[config.mk]
export PLATFORM = sky130hd
export DESIGN_NAME = alu_seq_param
export DESIGN_NICKNAME = d
export VERILOG_FILES = /design/src/rtl/alu_seq_param_pkg.sv /design/src/rtl/alu_iter_step.sv /design/src/rtl/alu_seq_param.sv
export SDC_FILE = /design/constraint.sdc
export NUM_CORES = 1
export LEC_CHECK = 0
export CORE_MARGIN = 2
export CORE_UTILIZATION = 50
export DETAILED_ROUTE_END_ITERATION = 7
export PLACE_DENSITY = 0.79
export SYNTH_ARGS = -nofsm -noshare
export SYNTH_HDL_FRONTEND = slang
export SYNTH_SLANG_ARGS = --single-unit
[constraint.sdc]
create_clock -name clk -period 5.48 [get_ports clk]
set_clock_uncertainty 0.1 [all_clocks]
set_input_delay 1.644 -clock clk [delete_from_list [all_inputs] [get_ports clk]]
set_output_delay 1.644 -clock clk [all_outputs]
set_load 0.005 [all_outputs]
[src/rtl/alu_seq_param_pkg.sv]
// Shared opcode and state encodings for the sequential ALU.
package alu_seq_param_pkg;

  localparam logic [1:0] OP_ADD = 2'b00;
  localparam logic [1:0] OP_SUB = 2'b01;
  localparam logic [1:0] OP_MUL = 2'b10;
  localparam logic [1:0] OP_DIV = 2'b11;

  typedef enum logic [1:0] {
    S_IDLE = 2'b00,
    S_CALC = 2'b01,
    S_DONE = 2'b10
  } state_t;

endpackage

[src/rtl/alu_iter_step.sv]
// One iteration of the shared datapath: shift-add multiply step or restoring divide step.
module alu_iter_step
  import alu_seq_param_pkg::*;
#(
  parameter int W = 8
) (
  input  logic [1:0]     op,
  input  logic [2*W-1:0] acc,
  input  logic [W-1:0]   operand,
  output logic [2*W-1:0] acc_next,
  output logic           q_bit
);

  logic [W:0] sum;
  logic [W:0] rem_sh;
  logic [W:0] trial;

  // mul: acc = {partial product, remaining multiplier bits}
  assign sum = {1'b0, acc[2*W-1:W]} + (acc[0] ? {1'b0, operand} : {(W+1){1'b0}});

  // div: acc = {partial remainder, remaining dividend bits}; trial[W] is the borrow
  assign rem_sh = acc[2*W-1:W-1];
  assign trial  = rem_sh - {1'b0, operand};

  always_comb begin
    acc_next = acc;
    q_bit    = 1'b0;
    if (op == OP_MUL) begin
      acc_next = {sum, acc[W-1:1]};
    end else if (op == OP_DIV) begin
      if (!trial[W]) begin
        q_bit    = 1'b1;
        acc_next = {trial[W-1:0], acc[W-2:0], 1'b0};
      end else begin
        acc_next = {rem_sh[W-1:0], acc[W-2:0], 1'b0};
      end
    end
  end

endmodule

[src/rtl/alu_seq_param.sv]
// Sequential add/sub/mul/div ALU with start/busy/done handshake.
// state  | meaning
// IDLE   | waiting for start, last result held
// CALC   | operation in progress (1 or W cycles)
// DONE   | single-cycle result-valid pulse, start may chain the next op
module alu_seq_param
  import alu_seq_param_pkg::*;
#(
  parameter int W     = 8,
  parameter int CNT_W = 4
) (
  input  logic           clk,
  input  logic           rst,
  input  logic           start,
  input  logic [1:0]     opcode,
  input  logic [W-1:0]   portA,
  input  logic [W-1:0]   portB,
  output logic           busy,
  output logic           done,
  output logic [2*W-1:0] result,
  output logic           neg,
  output logic           err
);

  localparam logic [CNT_W-1:0] CNT_LAST = CNT_W'(W - 1);

  state_t           state;
  logic [CNT_W-1:0] cnt;
  logic [1:0]       op_r;
  logic [W-1:0]     a_r;
  logic [W-1:0]     b_r;
  logic [2*W-1:0]   acc;
  logic [2*W-1:0]   acc_next;
  logic [2*W-1:0]   acc_step;
  logic             q_bit;
  logic [W:0]       add_sum;
  logic             accept;

  assign accept   = start && (state == S_IDLE || state == S_DONE);
  assign add_sum  = {1'b0, a_r} + {1'b0, b_r};
  assign acc_step = acc_next | {{(2*W-1){1'b0}}, q_bit};

  alu_iter_step #(.W(W)) u_step (
    .op       (op_r),
    .acc      (acc),
    .operand  ((op_r == OP_MUL) ? a_r : b_r),
    .acc_next (acc_next),
    .q_bit    (q_bit)
  );

  always_ff @(posedge clk) begin
    if (!rst) begin
      state  <= S_IDLE;
      cnt    <= '0;
      op_r   <= OP_ADD;
      a_r    <= '0;
      b_r    <= '0;
      acc    <= '0;
      busy   <= 1'b0;
      done   <= 1'b0;
      result <= '0;
      neg    <= 1'b0;
      err    <= 1'b0;
    end else begin
      done <= 1'b0;
      case (state)
        S_IDLE, S_DONE: begin
          if (accept) begin
            state <= S_CALC;
            busy  <= 1'b1;
            neg   <= 1'b0;
            err   <= 1'b0;
            op_r  <= opcode;
            a_r   <= portA;
            b_r   <= portB;
            cnt   <= CNT_LAST;
            acc   <= (opcode == OP_MUL) ? {{W{1'b0}}, portB} : {{W{1'b0}}, portA};
          end else begin
            state <= S_IDLE;
          end
        end
        S_CALC: begin
          case (op_r)
            OP_ADD: begin
              result <= {{(W-1){1'b0}}, add_sum};
              state  <= S_DONE;
              busy   <= 1'b0;
              done   <= 1'b1;
            end
            OP_SUB: begin
              if (a_r < b_r) begin
                result <= {{W{1'b0}}, b_r - a_r};
                neg    <= 1'b1;
              end else begin
                result <= {{W{1'b0}}, a_r - b_r};
              end
              state <= S_DONE;
              busy  <= 1'b0;
              done  <= 1'b1;
            end
            default: begin
              if (op_r == OP_DIV && b_r == '0) begin
                err    <= 1'b1;
                result <= '1;
                state  <= S_DONE;
                busy   <= 1'b0;
                done   <= 1'b1;
              end else begin
                acc <= acc_step;
                if (cnt == '0) begin
                  result <= acc_step;
                  state  <= S_DONE;
                  busy   <= 1'b0;
                  done   <= 1'b1;
                end else begin
                  cnt <= cnt - 1'b1;
                end
              end
            end
          endcase
        end
        default: state <= S_IDLE;
      endcase
    end
  end

endmodule

==> results of run 1 <==
stage by stage:
stage          power, W  instances  setup slack (ns)  utilization (%)
2_1_floorplan  0.000731        615              1.84                -
3_3_place_gp   0.000828        737              1.16             55.8
3_5_place_dp   0.000835        737             0.957             55.8
4_1_cts         0.00128        753             0.926             58.3
5_1_grt         0.00135        753             0.449             58.3
6_report        0.00129        753             0.789             58.3
power breakdown:
part | internal, W | total (W) | switching, W
combinational | 0.000143 | 0.000348 | 0.000205
clock | 0.000258 | 0.000457 | 0.000199
sequential | 0.000458 | 0.000487 | 0.0000290
total | 0.000859 | 0.00129 | 0.000433
sequential cells by signal, indices dropped and copies added (netlist names), 2 cells and up:
name    flops
result     16
op_r        2
acc        16
state       2
cnt         4
a_r         8
b_r         8
routing by layer:
layer,up-vias,global-route usage [%]
met5,-,0
met4,0,13.2
met3,41,5.27
met2,257,43.6
met1,2205,38.7
li1,2238,-
final cells by class:
class,instances,area share [%]
multi-input cells,482,59.7
flip-flops and latches,60,22.5
repair buffers,46,8.35
inverters,38,2.68
well taps,111,2.61
clock buffers,9,2.32
clock inverters,7,1.85
worst paths after layout:
| path | startpoint | end | slack (ns) |
|---|---|---|---|
| max reg2reg | op_r[1]$_SDFFE_PN0P_ | result[14]$_SDFFE_PN0P_ | 0.79 |
| min reg2reg | busy$_SDFFE_PN0P_ | busy$_SDFFE_PN0P_ | 0.37 |
| max | op_r[1]$_SDFFE_PN0P_ | result[14]$_SDFFE_PN0P_ | 0.79 |
| min | busy$_SDFFE_PN0P_ | busy$_SDFFE_PN0P_ | 0.37 |
cells in the mapped netlist, drive strengths merged (13+ instances only):
cell / number / share of area (%)
clkbuf: 31 / 2.5
nor3: 13 / 1.6
a21oi: 70 / 7.5
o21ai: 28 / 3.3
inv: 38 / 3.1
ha: 40 / 11
nand2: 74 / 6.0
a211oi: 15 / 2.4
dfxtp: 60 / 26
nor2b: 15 / 2.0
nor2: 63 / 5.1
critical path: stages, from the launching register on:
cell and delay (ns):
dfxtp_1 0.71, inv_1 0.34, nor2_1 0.69, o21ai_0 0.23
ha_1 0.26, fa_1 0.40, nand2b_1 0.18, a21oi_1 0.17
or2_2 0.15, a41oi_2 0.28, and2_1 0.39, o311ai_0 0.50
o32ai_1 0.15
cell families after synthesis:
group / share of synthesized area [%]
AO/OA/AOI/OAI: 26.1
XOR/XNOR: 2.82
adder cells (fa/ha/maj): 12.9
buffers and inverters: 6.04
flip-flops: 25.8
multiplexers: 4.59
AND/OR/NAND/NOR: 21.9
==> out/results.txt, run 1 <==
I/O Buffers: 40
Post-CTS sizing: 0
GPL Wtd Cong: 0.946
Top Layer Used: met4
Max VDD drop: 0.180 mV
Critical path class: flop to flop
Hold depth: 1
Vias in the first global route: 4456
First-pass GRT wire length: 22500 um
Initial antenna violation count: 0
Seq. cell area: 1200 um2
DPL Wire Length: 10600 um
Hold slack: 0.366 ns
Slew margin rel.: 25.7%
Pleak: 2.14 nW
CP max FO: 18
Cts bufs inserted: 9
Mapped Area: 4660 um2
Final Critical Period: 4.69 ns
# IOs: 41
Max Root-Sink Buffers: 2
TNS Setup: 0 ns
Multi-input logic area: 3180 um2
Clock Sinks: 60
CTS root buffer: clkbuf_8
Vias per cell: 6.30
Placed cell areas: 5110 um2
Net Count, Synth: 681
Die height: 101 um
Yosys warning count: 0
RSZ-0062 raised after global routing: false
Synth cell types: 68
Met3 Wirelength: 1380 um
First-pass DRT Iterations: 6
Worst-margin pin slew: 1.11 ns
Crit share post-route: 85.6%
Fillcell total: 836
Detail Route Antenna Nets: 0
Wl on met1: 5820 um
Hold buffer count at CTS: 0
Final WL: 14000 um
Initial Util: 51.0%
Seq/Total Area, Yosys: 25.8%
Setup violators final: 0
CORE AREA: 9150 um2
Async set or reset register ratio after synthesis: 0%
Die area: 10100 um2
Commonest non-fill, non-tap cell in the layout: nand2_1
PD cells: 242 nW/um2
Gr ovfl total: 0
Clock Pin Slew Worst Setup and Hold Paths: 0.08 ns
Total track usage: 28.4%
Worst EP required: 5.58 ns
Post-CTS setup buffers: 0
Row count: 35
Met2 Routed Length: 6300 um
CP endpoint kind: flop
Synthesized area per cell: 7.58 um2
Vias: 4741
Hold Crit Class: flop to flop
ANT cells: 0
Layout cells sized above 1: 7.01%
Max Clk Rate: 213 MHz
Critical Path Source Type: flop
Largest net degree at the start of global routing: 39
# DRC: 0
Worst-Skew Late Latency: 0.35 ns
WL/cell: 18.6 um
Most frequent cells in the layout: 74 x nand2_1, 70 x a21oi_1, 63 x nor2_1
TritonCTS clock tree: done
R2R cell count: 12
Status: completed
Crit path DAT: 4.79 ns
1st-iter DRT viols: 456
Area Overhead vs Synth: 14.3%
Max-slew violations: 0
H-tree depth: 3
Ys flop type: dfxtp_1
Max-capacitance violation count: 0
Die X: 101 um
Final hold viol count: 0
Synth Instances: 615
Layout Nets: 703
Yosys reg bits: 60
Final Cell Area: 5330 um2
EDFF count, synth: 0
(Power assumes the default switching activity.)
==> run 2: changes to the inputs <==
PLACE_DENSITY = default   (was 0.79)
PLACE_DENSITY_LB_ADDON = 0.05   (was default)
==> out/results.txt, run 2 (synthesis gave the netlist of run 1 again) <==
R2R cell count: 13
Row count: 35
Gr ovfl total: 0
WL/cell: 18.7 um
Hold slack: 0.392 ns
Clock Sinks: 60
First-pass GRT wire length: 22700 um
Most frequent cells in the layout: 74 x nand2_1, 70 x a21oi_1, 63 x nor2_1
DPL Wire Length: 10700 um
Die X: 101 um
CP endpoint kind: flop
ANT cells: 0
Max VDD drop: 0.133 mV
Layout cells sized above 1: 7.30%
Placed cell areas: 5120 um2
Vias per cell: 6.12
Die area: 10100 um2
Hold Crit Class: flop to flop
Hold depth: 1
Final WL: 14100 um
I/O Buffers: 40
Total track usage: 28.8%
TritonCTS clock tree: done
Clock Pin Slew Worst Setup and Hold Paths: 0.08 ns
First-pass DRT Iterations: 5
CP max FO: 21
Worst EP required: 5.58 ns
Final hold viol count: 0
Pleak: 2.15 nW
Critical path class: flop to flop
Detail Route Antenna Nets: 0
Crit path DAT: 4.29 ns
Max Clk Rate: 239 MHz
1st-iter DRT viols: 402
Final Cell Area: 5340 um2
Initial antenna violation count: 0
Post-layout util: 58.3%
H-tree depth: 3
Largest registers: acc x16, result x16
Setup violators final: 0
Layout Nets: 705
Commonest non-fill, non-tap cell in the layout: nand2_1
Hold buffer count at CTS: 0
Critical Path Source Type: flop
Slew margin rel.: 33.9%
Worst-Skew Late Latency: 0.34 ns
Vias: 4624
Initial Util: 51.0%
Post-CTS setup buffers: 0
Max Root-Sink Buffers: 2
# IOs: 41
CORE AREA: 9150 um2
Crit share post-route: 76.4%
Worst-margin pin slew: 0.989 ns
CTS root buffer: clkbuf_8
Cts bufs inserted: 9
Vias in the first global route: 4284
Status: completed
GPL Wtd Cong: 0.941
Die height: 101 um
Post-CTS sizing: 0
# DRC: 0
PD cells: 241 nW/um2
Largest net degree at the start of global routing: 39
Final Critical Period: 4.19 ns
RSZ-0062 raised after global routing: false
TNS Setup: 0 ns
Max-capacitance violation count: 0
Area Overhead vs Synth: 14.5%
Max-slew violations: 0
[run 2: power breakdown]
part / leakage [nW] / total, W / switching (W) / internal, W
sequential: 0.491 / 0.000492 / 0.0000339 / 0.000458
combinational: 1.55 / 0.000342 / 0.000199 / 0.000144
clock: 0.109 / 0.000451 / 0.000196 / 0.000255
[run 2: per-layer routing]
metal	routed length [um]	GRT usage, %	vias to the layer above
li1	-	-	2241
met1	6690	43.6	2191
met2	6080	43.3	166
met3	1010	3.12	26
met4	316	8.22	0
met5	0	0	-
[run 2: final timing paths]
path	from	end	slack, ns
setup reg to reg	op_r[1]$_SDFFE_PN0P_	result[14]$_SDFFE_PN0P_	1.29
hold / removal	busy$_SDFFE_PN0P_	busy$_SDFFE_PN0P_	0.39
setup / recovery	op_r[1]$_SDFFE_PN0P_	result[14]$_SDFFE_PN0P_	1.29
hold reg to reg	busy$_SDFFE_PN0P_	busy$_SDFFE_PN0P_	0.39
[run 2: layout make-up]
cell class	count	area, um2
Fill cell	885	3810
Tap cell	111	139
Sequential cell	60	1200
Timing Repair Buffer	48	460
Inverter	38	143
Clock inverter	7	91.3
Clock buffer	9	124
Multi-Input combinational cell	482	3180
[run 2: per-stage QoR]
stage / total power, W / std cells / worst slack, ns
global placement: 0.000835 / 739 / 1.53
CTS: 0.00128 / 755 / 1.35
global route: 0.00134 / 755 / 0.888
detailed placement: 0.000836 / 739 / 1.40
floorplan: 0.000731 / 615 / 1.84
finish: 0.00129 / 755 / 1.29
[run 2: critical path, cell delays in order, from the launching register on]
cell and delay [ns]:
dfxtp_1 0.68, inv_1 0.33, nor2_1 0.17, buf_4 0.27, o21ai_0 0.14, ha_1 0.23
fa_1 0.41, nand2b_1 0.18, a21oi_1 0.17, or2_2 0.14, a41oi_2 0.29, and2_1 0.39
o311ai_0 0.43, o32ai_1 0.13
